$ cat src/rtl/sram_port_arbiter.sv
// Shares one single-port SRAM between the fetch port and the data port, with a starvation bound on fetch.
// Latency: addr_ok at T -> mem_* at T+1 -> <owner>_data_ok at T+1+MEM_LAT when mem_ready is high at T+1.
// Backpressure: mem_ready low holds the request slot; both addr_ok stay low until the slot drains.
module sram_port_arbiter #(
    parameter int MEM_LAT    = 1,
    parameter int STARVE_MAX = 4
) (
    input  logic        clk,
    input  logic        resetn,
    input  logic        inst_req,
    input  logic [31:0] inst_addr,
    output logic        inst_addr_ok,
    output logic        inst_data_ok,
    output logic [31:0] inst_rdata,
    input  logic        data_req,
    input  logic        data_wr,
    input  logic [3:0]  data_wstrb,
    input  logic [31:0] data_addr,
    input  logic [31:0] data_wdata,
    output logic        data_addr_ok,
    output logic        data_data_ok,
    output logic [31:0] data_rdata,
    output logic        mem_en,
    output logic [3:0]  mem_we,
    output logic [31:0] mem_addr,
    output logic [31:0] mem_wdata,
    input  logic        mem_ready,
    input  logic [31:0] mem_rdata
);

    typedef enum logic {DATA_PRI, INST_PRI} arb_state_t;

    arb_state_t         state;
    logic [3:0]         starve_cnt;
    logic [3:0]         starve_inc;

    logic               slot_vld;
    logic               slot_owner;
    logic [3:0]         slot_we;
    logic [31:0]        slot_addr;
    logic [31:0]        slot_wdata;

    logic               slot_free;
    logic               mem_accept;
    logic               grant_inst;
    logic               grant_data;

    logic [MEM_LAT-1:0] pipe_vld;
    logic [MEM_LAT-1:0] pipe_owner;

    assign mem_accept = slot_vld & mem_ready;
    assign slot_free  = ~slot_vld | mem_ready;
    assign starve_inc = starve_cnt + 4'd1;

    always_comb begin
        grant_inst = 1'b0;
        grant_data = 1'b0;
        if (slot_free) begin
            if (state == INST_PRI) begin
                if (inst_req)      grant_inst = 1'b1;
                else if (data_req) grant_data = 1'b1;
            end else begin
                if (data_req)      grant_data = 1'b1;
                else if (inst_req) grant_inst = 1'b1;
            end
        end
    end

    assign inst_addr_ok = grant_inst;
    assign data_addr_ok = grant_data;

    // The counter only advances on data grants that jump ahead of a waiting fetch.
    always_ff @(posedge clk or negedge resetn) begin
        if (!resetn) begin
            state      <= DATA_PRI;
            starve_cnt <= 4'd0;
        end else begin
            if (!inst_req || grant_inst)
                starve_cnt <= 4'd0;
            else if (grant_data && state == DATA_PRI)
                starve_cnt <= starve_inc;

            if (grant_inst || grant_data) begin
                if (state == DATA_PRI && grant_data && inst_req &&
                    starve_inc >= 4'(STARVE_MAX))
                    state <= INST_PRI;
                else
                    state <= DATA_PRI;
            end
        end
    end

    always_ff @(posedge clk or negedge resetn) begin
        if (!resetn) begin
            slot_vld   <= 1'b0;
            slot_owner <= 1'b0;
            slot_we    <= 4'd0;
            slot_addr  <= 32'd0;
            slot_wdata <= 32'd0;
        end else if (grant_inst || grant_data) begin
            slot_vld   <= 1'b1;
            slot_owner <= grant_data;
            slot_we    <= (grant_data && data_wr) ? data_wstrb : 4'd0;
            slot_addr  <= grant_data ? data_addr : inst_addr;
            slot_wdata <= grant_data ? data_wdata : 32'd0;
        end else if (mem_accept) begin
            slot_vld   <= 1'b0;
        end
    end

    assign mem_en    = slot_vld;
    assign mem_we    = slot_we;
    assign mem_addr  = slot_addr;
    assign mem_wdata = slot_wdata;

    // Writes travel the pipeline too so their ack keeps acceptance order.
    always_ff @(posedge clk or negedge resetn) begin
        if (!resetn) begin
            pipe_vld   <= '0;
            pipe_owner <= '0;
        end else begin
            pipe_vld[0]   <= mem_accept;
            pipe_owner[0] <= slot_owner;
            for (int i = 1; i < MEM_LAT; i++) begin
                pipe_vld[i]   <= pipe_vld[i-1];
                pipe_owner[i] <= pipe_owner[i-1];
            end
        end
    end

    assign inst_data_ok = pipe_vld[MEM_LAT-1] & ~pipe_owner[MEM_LAT-1];
    assign data_data_ok = pipe_vld[MEM_LAT-1] &  pipe_owner[MEM_LAT-1];
    assign inst_rdata   = mem_rdata;
    assign data_rdata   = mem_rdata;

endmodule

$ cat config.mk
export PLATFORM = sky130hd
export DESIGN_NAME = sram_port_arbiter
export DESIGN_NICKNAME = d
export VERILOG_FILES = /design/src/rtl/sram_port_arbiter.sv
export SDC_FILE = /design/constraint.sdc
export NUM_CORES = 1
export LEC_CHECK = 0
export ABC_CLOCK_PERIOD_IN_PS = 3300
export BUFFER_PORTS_ARGS = -buffer_cell sky130_fd_sc_hd__buf_2
export CAP_MARGIN = 30
export CORE_AREA = 4 4 104 106
export CTS_BUF_LIST = sky130_fd_sc_hd__clkbuf_8
export CTS_CLUSTER_SIZE = 25
export DETAILED_ROUTE_END_ITERATION = 12
export DIE_AREA = 0 0 108 110
export PLACE_DENSITY = 0.74
export SLEW_MARGIN = 5
export SYNTH_ARGS = -nofsm -noshare
export SYNTH_HDL_FRONTEND = slang
export SYNTH_SLANG_ARGS = --single-unit
$ cat constraint.sdc
create_clock -name clk -period 3.3 [get_ports clk]
set_input_delay 0.825 -clock clk [delete_from_list [all_inputs] [get_ports clk]]
set_output_delay 0.825 -clock clk [all_outputs]
set_load 0.005 [all_outputs]
[Word-level counts from Yosys, hierarchy flattened]
Index checks and enable logic that the tools add are counted.
Word-level totals
  ROM bits: 0
  bits in writable memories: 0
  flip-flop bits (word level): 77
  input port bits: 138
  output and inout port bits: 137
  memories kept: 0
  bits in latches: 0
  logic and storage cells: 43
Operators by class
  add/subtract/negate cells: 1
  multiplexer cells: 16
  shift-type cells: 0
  bitwise gates (word level): 7
  reductions and logical operators: 9
  divide/modulo/power cells: 0
  $lt $le $gt $ge: 1
  equal/unequal tests: 0
  multipliers: 0
Operators by type and width (count)
  two-way mux 32 bit: 2
  two-way mux 4 bit: 3
  two-way mux 1 bit: 11
  adder 4 x 1 -> 4 bit (second input constant): 1
  greater-or-equal comparator 4 x 3 -> 1 bit (second input constant): 1
  logical AND 1 bit: 4
  nonzero test 2 bit: 2
  AND 1 bit: 3
  inverter 1 bit: 3
  logical OR 1 bit: 2
  zero test 1 bit: 1
  bitwise OR 1 bit: 1

[Logic depth before layout (Yosys ltp)]
Gate-level depths: netlist of the first run.
  depth in word-level cells: 8
  depth in mapped cells: 7
  mapped depth without buffers: 5

[Worst setup path after synthesis of the first run]
No wires, ideal clock.
  kind: input to output
  from: in inst_req
  to: out data_addr_ok
  cell stages on the path: 5
  path slack: 1.034 ns
  required time: 2.475 ns
  data arrival time: 1.441 ns
  path buffers: 2
  cell sequence: buf_4 > nand2_1 > nand3_4 > inv_2 > buf_2
On the way
  cells in the longest elaborated chain, start to end: 3
Ends and longest elaborated chain
  from (decl): RTL line 10  | input logic inst_req,
  two-way mux 1 bit: RTL line 60  | if (inst_req) grant_inst = 1'b1;
  two-way mux 1 bit: RTL line 59  | if (state == INST_PRI) begin
  two-way mux 1 bit: RTL line 58  | if (slot_free) begin
  to (decl): RTL line 20  | output logic data_addr_ok,
No other way between the ends.

[Worst setup path in the final report of the first run]
Same ends and word-level chain as after synthesis.

==> summary.txt, run 1 <==
Drt
  • Total number of vias: approximately 3000
  • Vias per Instance: around 5
  • Final ANT Viol Nets: 0
  • Avg WL per Cell: ~16 um
  • Routed WL: between 9000 and 10000 um
  • First-pass DRT Iterations: 4
  • DR iter-0 viols: 214
  • DRC viols: 0

Logic synthesis
  • Share of the synthesized area in the top cell type: a little over half
  • Gate Count Post-Synth: around 370
  • Synth Register Bits: 77
  • Post-Syn Area: between 3000 and 4000 um2
  • Cell taking the most area after synthesis: dfrtp_1
  • Synth unique cells: 29
  • Sequential area share after synthesis: 52.3%
  • Yosys warnings: 0
  • Syn Area/Cell: between 10 and 15 um2
  • Synthesized Nets: between 500 and 600
  • Area contributors post-synth: dfrtp_1 52%, buf_4 14%, a21oi_1 9.0%

CTS
  • Post-CTS Setup Bufs: 0
  • CTS resizes: 0
  • Clock buffer depth: 2
  • CTS Sinks: 77
  • Worst-path clk slew: 0.08 ns
  • Latest clock arrival within the worst-skew pair: between 0.3 and 0.4 ns
  • TritonCTS buffer count: 9
  • CTS hold repair buffers: 0
  • CTS tree: built
  • H-tree Lvls: 3
  • Clock tree root buffer cell: clkbuf_8

Layout
  • Most common cell after layout, fill and taps aside: buf_2
  • Syn-to-layout area delta: 19.8%
  • Area taken by multi-input logic gates: ~1200 um2
  • Share of post-route cells with drive strength above 1: a little over two fifths
  • Final #Nets: slightly above 600
  • Most frequent cells in the layout: 177 x buf_2, 77 x dfrtp_1, 66 x a21oi_1, 39 x nand2_1, 36 x nor2_1
  • ANT cells: 0
  • Post-layout util: between 40% and 50%
  • Reg area: 1930 um2
  • Fill cell count: roughly 960

STA
  • Slew @ Worst Pin: approximately 0.71 ns
  • Clock skew: around 0.007 ns
  • Crit share post-route: between 70% and 80%
  • Tmin final: 2.55 ns
  • Fmax: 393 MHz
  • Setup Viol. Count Final: 0
  • Setup WS post-layout: 0.755 ns
  • Slew HR: 52.4%
  • Setup TNS: 0 ns
  • Max-slew violation count: 0
  • RSZ-0062 raised after global routing: no
  • Fin. Hold Viols: 0

Pwr
  • Power Density: 528 nW/um2
  • Max VDD drop: 0.192 mV
  • P_leak: ~2.3 nW

Place
  • Final Wtd Congestion: ~0.78
  • Final HPWL from detailed placement: 6850 um
  • PortBufs: 178
  • Pre-CTS setup slack: a little over 0.6 ns

Global route
  • First-pass GRT wire length: around 15000 um
  • Antenna violations before repair: 0
  • Largest net degree at the start of global routing: 78
  • Grt ovf: 0
  • Vias in the first global route: about 3200
  • Gr usage total: roughly 16%

Worst setup path
  • Crit path kind: in -> out
  • Max incr delay on CP: about 0.31 ns
  • CP Cell Sequence: buf_2 > nand2_1 > nand3_4 > inv_2 > buf_2
  • Most used cell, CP: buf_2
  • Slowest-stage cell, CP: nand3_4
  • Critical Path Source Type: primary input
  • Crit Reg-Reg Endpoint: mem_addr[15]$_DFFE_PN0P_
  • Worst Setup End Kind: output pin
  • Worst path buffer plus inverter count: 3
  • Critical Path Fanout Max: 33
  • Delay-heaviest family, CP: buffers and inverters
  • Register-to-Register Path Depth: 6
  • FF-to-FF setup slack: 1.19 ns
  • Critical Path AT: between 1.5 and 2 ns
  • Reg2reg start: mem_en$_DFFE_PN0P_
  • CP required: about 2.5 ns

Floorplan
  • Die Area: approximately 12000 um2
  • Die Span Y: around 110 um
  • Top Ports: about 280
  • Core ar.: just under 10000 um2
  • Die X: roughly 110 um
  • Initial Utilization: between 30% and 40%
  • Num rows: 36

Hold path
  • Hold Crit Class: in -> async

Outcome
  • Outcome: finished, final reports clean

Job
  • Max-cap viol count: 0
metrics by stage:
stage	instance area, um2	power (mW)	hold slack (ns)	instances
2_1_floorplan	3680	1.40	0.375	368
3_3_place_gp	4170	1.56	0.395	597
3_5_place_dp	4170	1.58	0.403	597
4_1_cts	4390	2.37	0.421	613
5_1_grt	4410	2.48	0.369	614
6_report	4410	2.33	0.372	614
where the power goes:
part,switching (mW),total (mW),internal (mW)
Combinational,0.224,0.437,0.213
Clock,0.352,0.773,0.422
Sequential,0.0634,1.12,1.06
Total,0.639,2.33,1.69
cell type report:
| class | instances | share of cell area [%] |
|---|---|---|
| Multi-Input combinational cell | 204 | 26.1 |
| Timing Repair Buffer | 183 | 21.5 |
| Clock buffer | 9 | 2.81 |
| Tap cell | 133 | 3.77 |
| Inverter | 1 | 0.0851 |
| Sequential cell | 77 | 43.7 |
| Clock inverter | 7 | 2.04 |
sequential cells by signal (all words and copies together) (netlist names):
signal      cells
mem_addr       32
mem_wdata      32
mem_we          4
starve_cnt      4
mem_en          1
pipe_owner      1
pipe_vld        1
slot_owner      1
state           1
synth_stat cells, drive strengths merged:
| cell type | n |
|---|---|
| a22oi | 1 |
| a21boi | 1 |
| mux2i | 1 |
| o21ai | 2 |
| nor2b | 5 |
| nor3 | 1 |
| nand2 | 39 |
| inv | 1 |
| ha | 1 |
| nand2b | 2 |
| o32ai | 1 |
| and2b | 1 |
| nor3b | 1 |
| nand3 | 3 |
| a21oi | 66 |
| a311oi | 1 |
| nor2 | 37 |
| dfrtp | 77 |
| and2 | 3 |
| buf | 79 |
| xor2 | 1 |
| a32o | 5 |
| a22o | 32 |
| clkbuf | 7 |
worst reg2reg max path, stage by stage (launching register included):
cell and delay (ns):
dfrtp_1 0.44, nand2b_4 0.15, nand3_4 0.32, inv_2 0.16
buf_4 0.55, a21oi_1 0.22, a21oi_1 0.19
how the worst max path moves through the flow:
stage	startpoint	end	slack, ns	cells after the start
detailed placement	inst_req	mem_addr[15]$_DFFE_PN0P_	0.62	7
CTS	inst_req	data_addr_ok	0.71	5
finish	inst_req	data_addr_ok	0.75	5
floorplan	inst_req	data_addr_ok	1.03	5
global route	inst_req	data_addr_ok	0.63	5
global placement	inst_req	mem_addr[10]$_DFFE_PN0P_	0.73	7
kinds of logic after synthesis:
group           share of synthesized area, %
compound gates                          19.2
simple gates                            10.9
buf+inv                                 16.7
flops                                   52.3
xor+xnor                               0.238
mux                                    0.272
fa+ha+maj                              0.340
metal layers:
layer	vias to the layer above	GRT usage, %	routed length, um
met2	140	27.4	4840
met5	-	0	0
met1	1439	19.4	3780
met3	20	5.01	758
li1	1405	-	-
met4	0	6.31	146
(Power assumes the default switching activity.)
==> inputs of run 2 (changes only) <==
Settings changed: ABC_CLOCK_PERIOD_IN_PS 3300 to 2000, CORE_AREA 4 4 104 106 to not set, CORE_MARGIN set to 4, CORE_UTILIZATION set to 38, DIE_AREA 0 0 108 110 to not set, PLACE_DENSITY 0.74 to 0.78.
Clock period 3.3 ns to 2 ns, I/O delays scaled along.
==> summary.txt, run 2 (synthesis results as in run 1) <==
Outcome
  • Outcome: finished, final reports clean

Worst setup path
  • Crit path kind: reg -> out
  • Worst Setup End Kind: output pin
  • Critical Path Fanout Max: 8
  • Critical Path Source Type: flop
  • Slowest-stage cell, CP: dfrtp_1
  • Critical Path AT: approximately 1.3 ns
  • Max incr delay on CP: around 0.44 ns
  • CP required: ~1.5 ns
  • CP Cell Sequence: nand2b_4 > nand2_1 > nor2_1 > buf_2

Layout
  • ANT cells: 0
  • Share of post-route cells with drive strength above 1: between 40% and 50%
  • Final #Nets: 618
  • Fill cell count: 906
  • Most frequent cells in the layout: 177 x buf_2, 77 x dfrtp_1, 66 x a21oi_1, 39 x nand2_1, 36 x nor2_1
  • Post-Layout Cell Count: 613
  • Syn-to-layout area delta: 20.0%
  • Post-layout util: between 40% and 50%
  • Most common cell after layout, fill and taps aside: buf_2

CTS
  • H-tree Lvls: 3
  • Worst-path clk slew: about 0.090 ns
  • TritonCTS buffer count: 9
  • Clock tree root buffer cell: clkbuf_8
  • CTS Sinks: 77
  • Latest clock arrival within the worst-skew pair: roughly 0.34 ns
  • Clock buffer depth: 2
  • CTS tree: built
  • Post-CTS Setup Bufs: 0
  • CTS hold repair buffers: 0
  • CTS resizes: 0

STA
  • Slew HR: between 60 and 70%
  • Fmax: roughly 570 MHz
  • RSZ-0062 raised after global routing: no
  • Setup TNS: 0 ns
  • Setup Viol. Count Final: 0
  • Setup WS post-layout: 0.236 ns
  • Fin. Hold Viols: 0
  • Clock skew: 0.0120 ns
  • Crit share post-route: around 90%
  • Tmin final: 1.76 ns
  • Slew @ Worst Pin: 0.493 ns
  • Max-slew violation count: 0

Global route
  • Largest net degree at the start of global routing: 42
  • Gr usage total: between 10% and 20%
  • First-pass GRT wire length: between 15000 and 20000 um
  • Vias in the first global route: around 3100
  • Antenna violations before repair: 0
  • Grt ovf: 0

Pwr
  • Overall Power: ~3.8 mW
  • Clock power share: between 30% and 40%
  • P_leak: about 2.3 nW
  • Net Sw Frac: around 29%
  • Power Density: ~850 nW/um2
  • Power share of the sequential group: ~49%
  • NetSw: around 1.1 mW
  • Int Power: about 2.7 mW
  • Max VDD drop: between 0.3 and 0.4 mV
  • Part of the power in combinational logic: 19.5%

Drt
  • Total number of vias: just over 3000
  • Vias per Instance: 5.02
  • Final ANT Viol Nets: 0
  • Routed WL: between 9000 and 10000 um
  • DR iter-0 viols: approximately 130
  • DRC viols: 0
  • Avg WL per Cell: between 15 and 20 um
  • First-pass DRT Iterations: 5

Floorplan
  • Die Span Y: between 100 and 150 um
  • Top Ports: about 280
  • Core ar.: 9330 um2
  • Initial Utilization: about 40%
  • Die X: roughly 110 um
  • Num rows: 35
  • Die Area: 11300 um2

Place
  • Pre-CTS setup slack: approximately 0.27 ns
  • Final HPWL from detailed placement: just over 7000 um
  • Placed Instances: slightly below 600
  • Final Wtd Congestion: between 0.7 and 0.8
  • PortBufs: about 180

Hold path
  • Hold Crit Class: in -> async

Job
  • Max-cap viol count: 0
## run 2: final timing paths
kind	startpoint	end	slack, ns	cells past startpoint
max in group asynchronous	resetn	mem_wdata[1]$_DFFE_PN0P_	1.29	2
min in group clk	data_wdata[25]	mem_wdata[25]$_DFFE_PN0P_	0.38	2
hold reg to reg	slot_owner$_DFFE_PN0P_	pipe_owner$_DFF_PN0_	0.43	0
hold / removal	resetn	mem_addr[19]$_DFFE_PN0P_	0.11	1
setup / recovery	mem_en$_DFFE_PN0P_	inst_addr_ok	0.24	4
setup reg to reg	mem_en$_DFFE_PN0P_	mem_addr[6]$_DFFE_PN0P_	0.50	6
## run 2: area by class of cell
cell class / count / area [um2] / share of cell area (%)
Clock buffer: 9 / 124 / 2.80
Inverter: 1 / 3.75 / 0.0849
Timing Repair Buffer: 186 / 978 / 22.1
Clock inverter: 7 / 77.6 / 1.75
Sequential cell: 77 / 1930 / 43.6
Multi-Input combinational cell: 204 / 1150 / 26.0
Tap cell: 129 / 161 / 3.65
## run 2: metrics by stage
step / hold slack [ns] / area, um2
2_1_floorplan: 0.204 / 3680
3_3_place_gp: 0.402 / 4220
3_5_place_dp: 0.412 / 4220
4_1_cts: 0.117 / 4420
5_1_grt: 0.132 / 4420
6_report: 0.108 / 4420
## run 2: power by group through the flow
stage                     Clock, mW  Combinational (mW)  Sequential, mW
final                          1.18               0.736            1.85
after global routing           1.30               0.817            1.88
after CTS                      1.23               0.748            1.85
after detailed placement          0               0.746            1.88
after global placement            0               0.718            1.87
after floorplan                   0               0.418            1.89
## run 2: per-layer routing
layer  share of wire [%]  vias up  track usage, %  wire [um]
li1                    -     1413               -          -
met1                  41     1459            20.5       3940
met2                  48      163            27.2       4700
met3                 7.9       40            4.07        769
met4                 3.1        0            8.86        298
met5                   0        -               0          0
## run 2: critical path: cells and delay by family, from the launching register on
family        cells  cell delay, ns
buf+inv           1            0.12
flops             1            0.44
simple gates      3            0.37
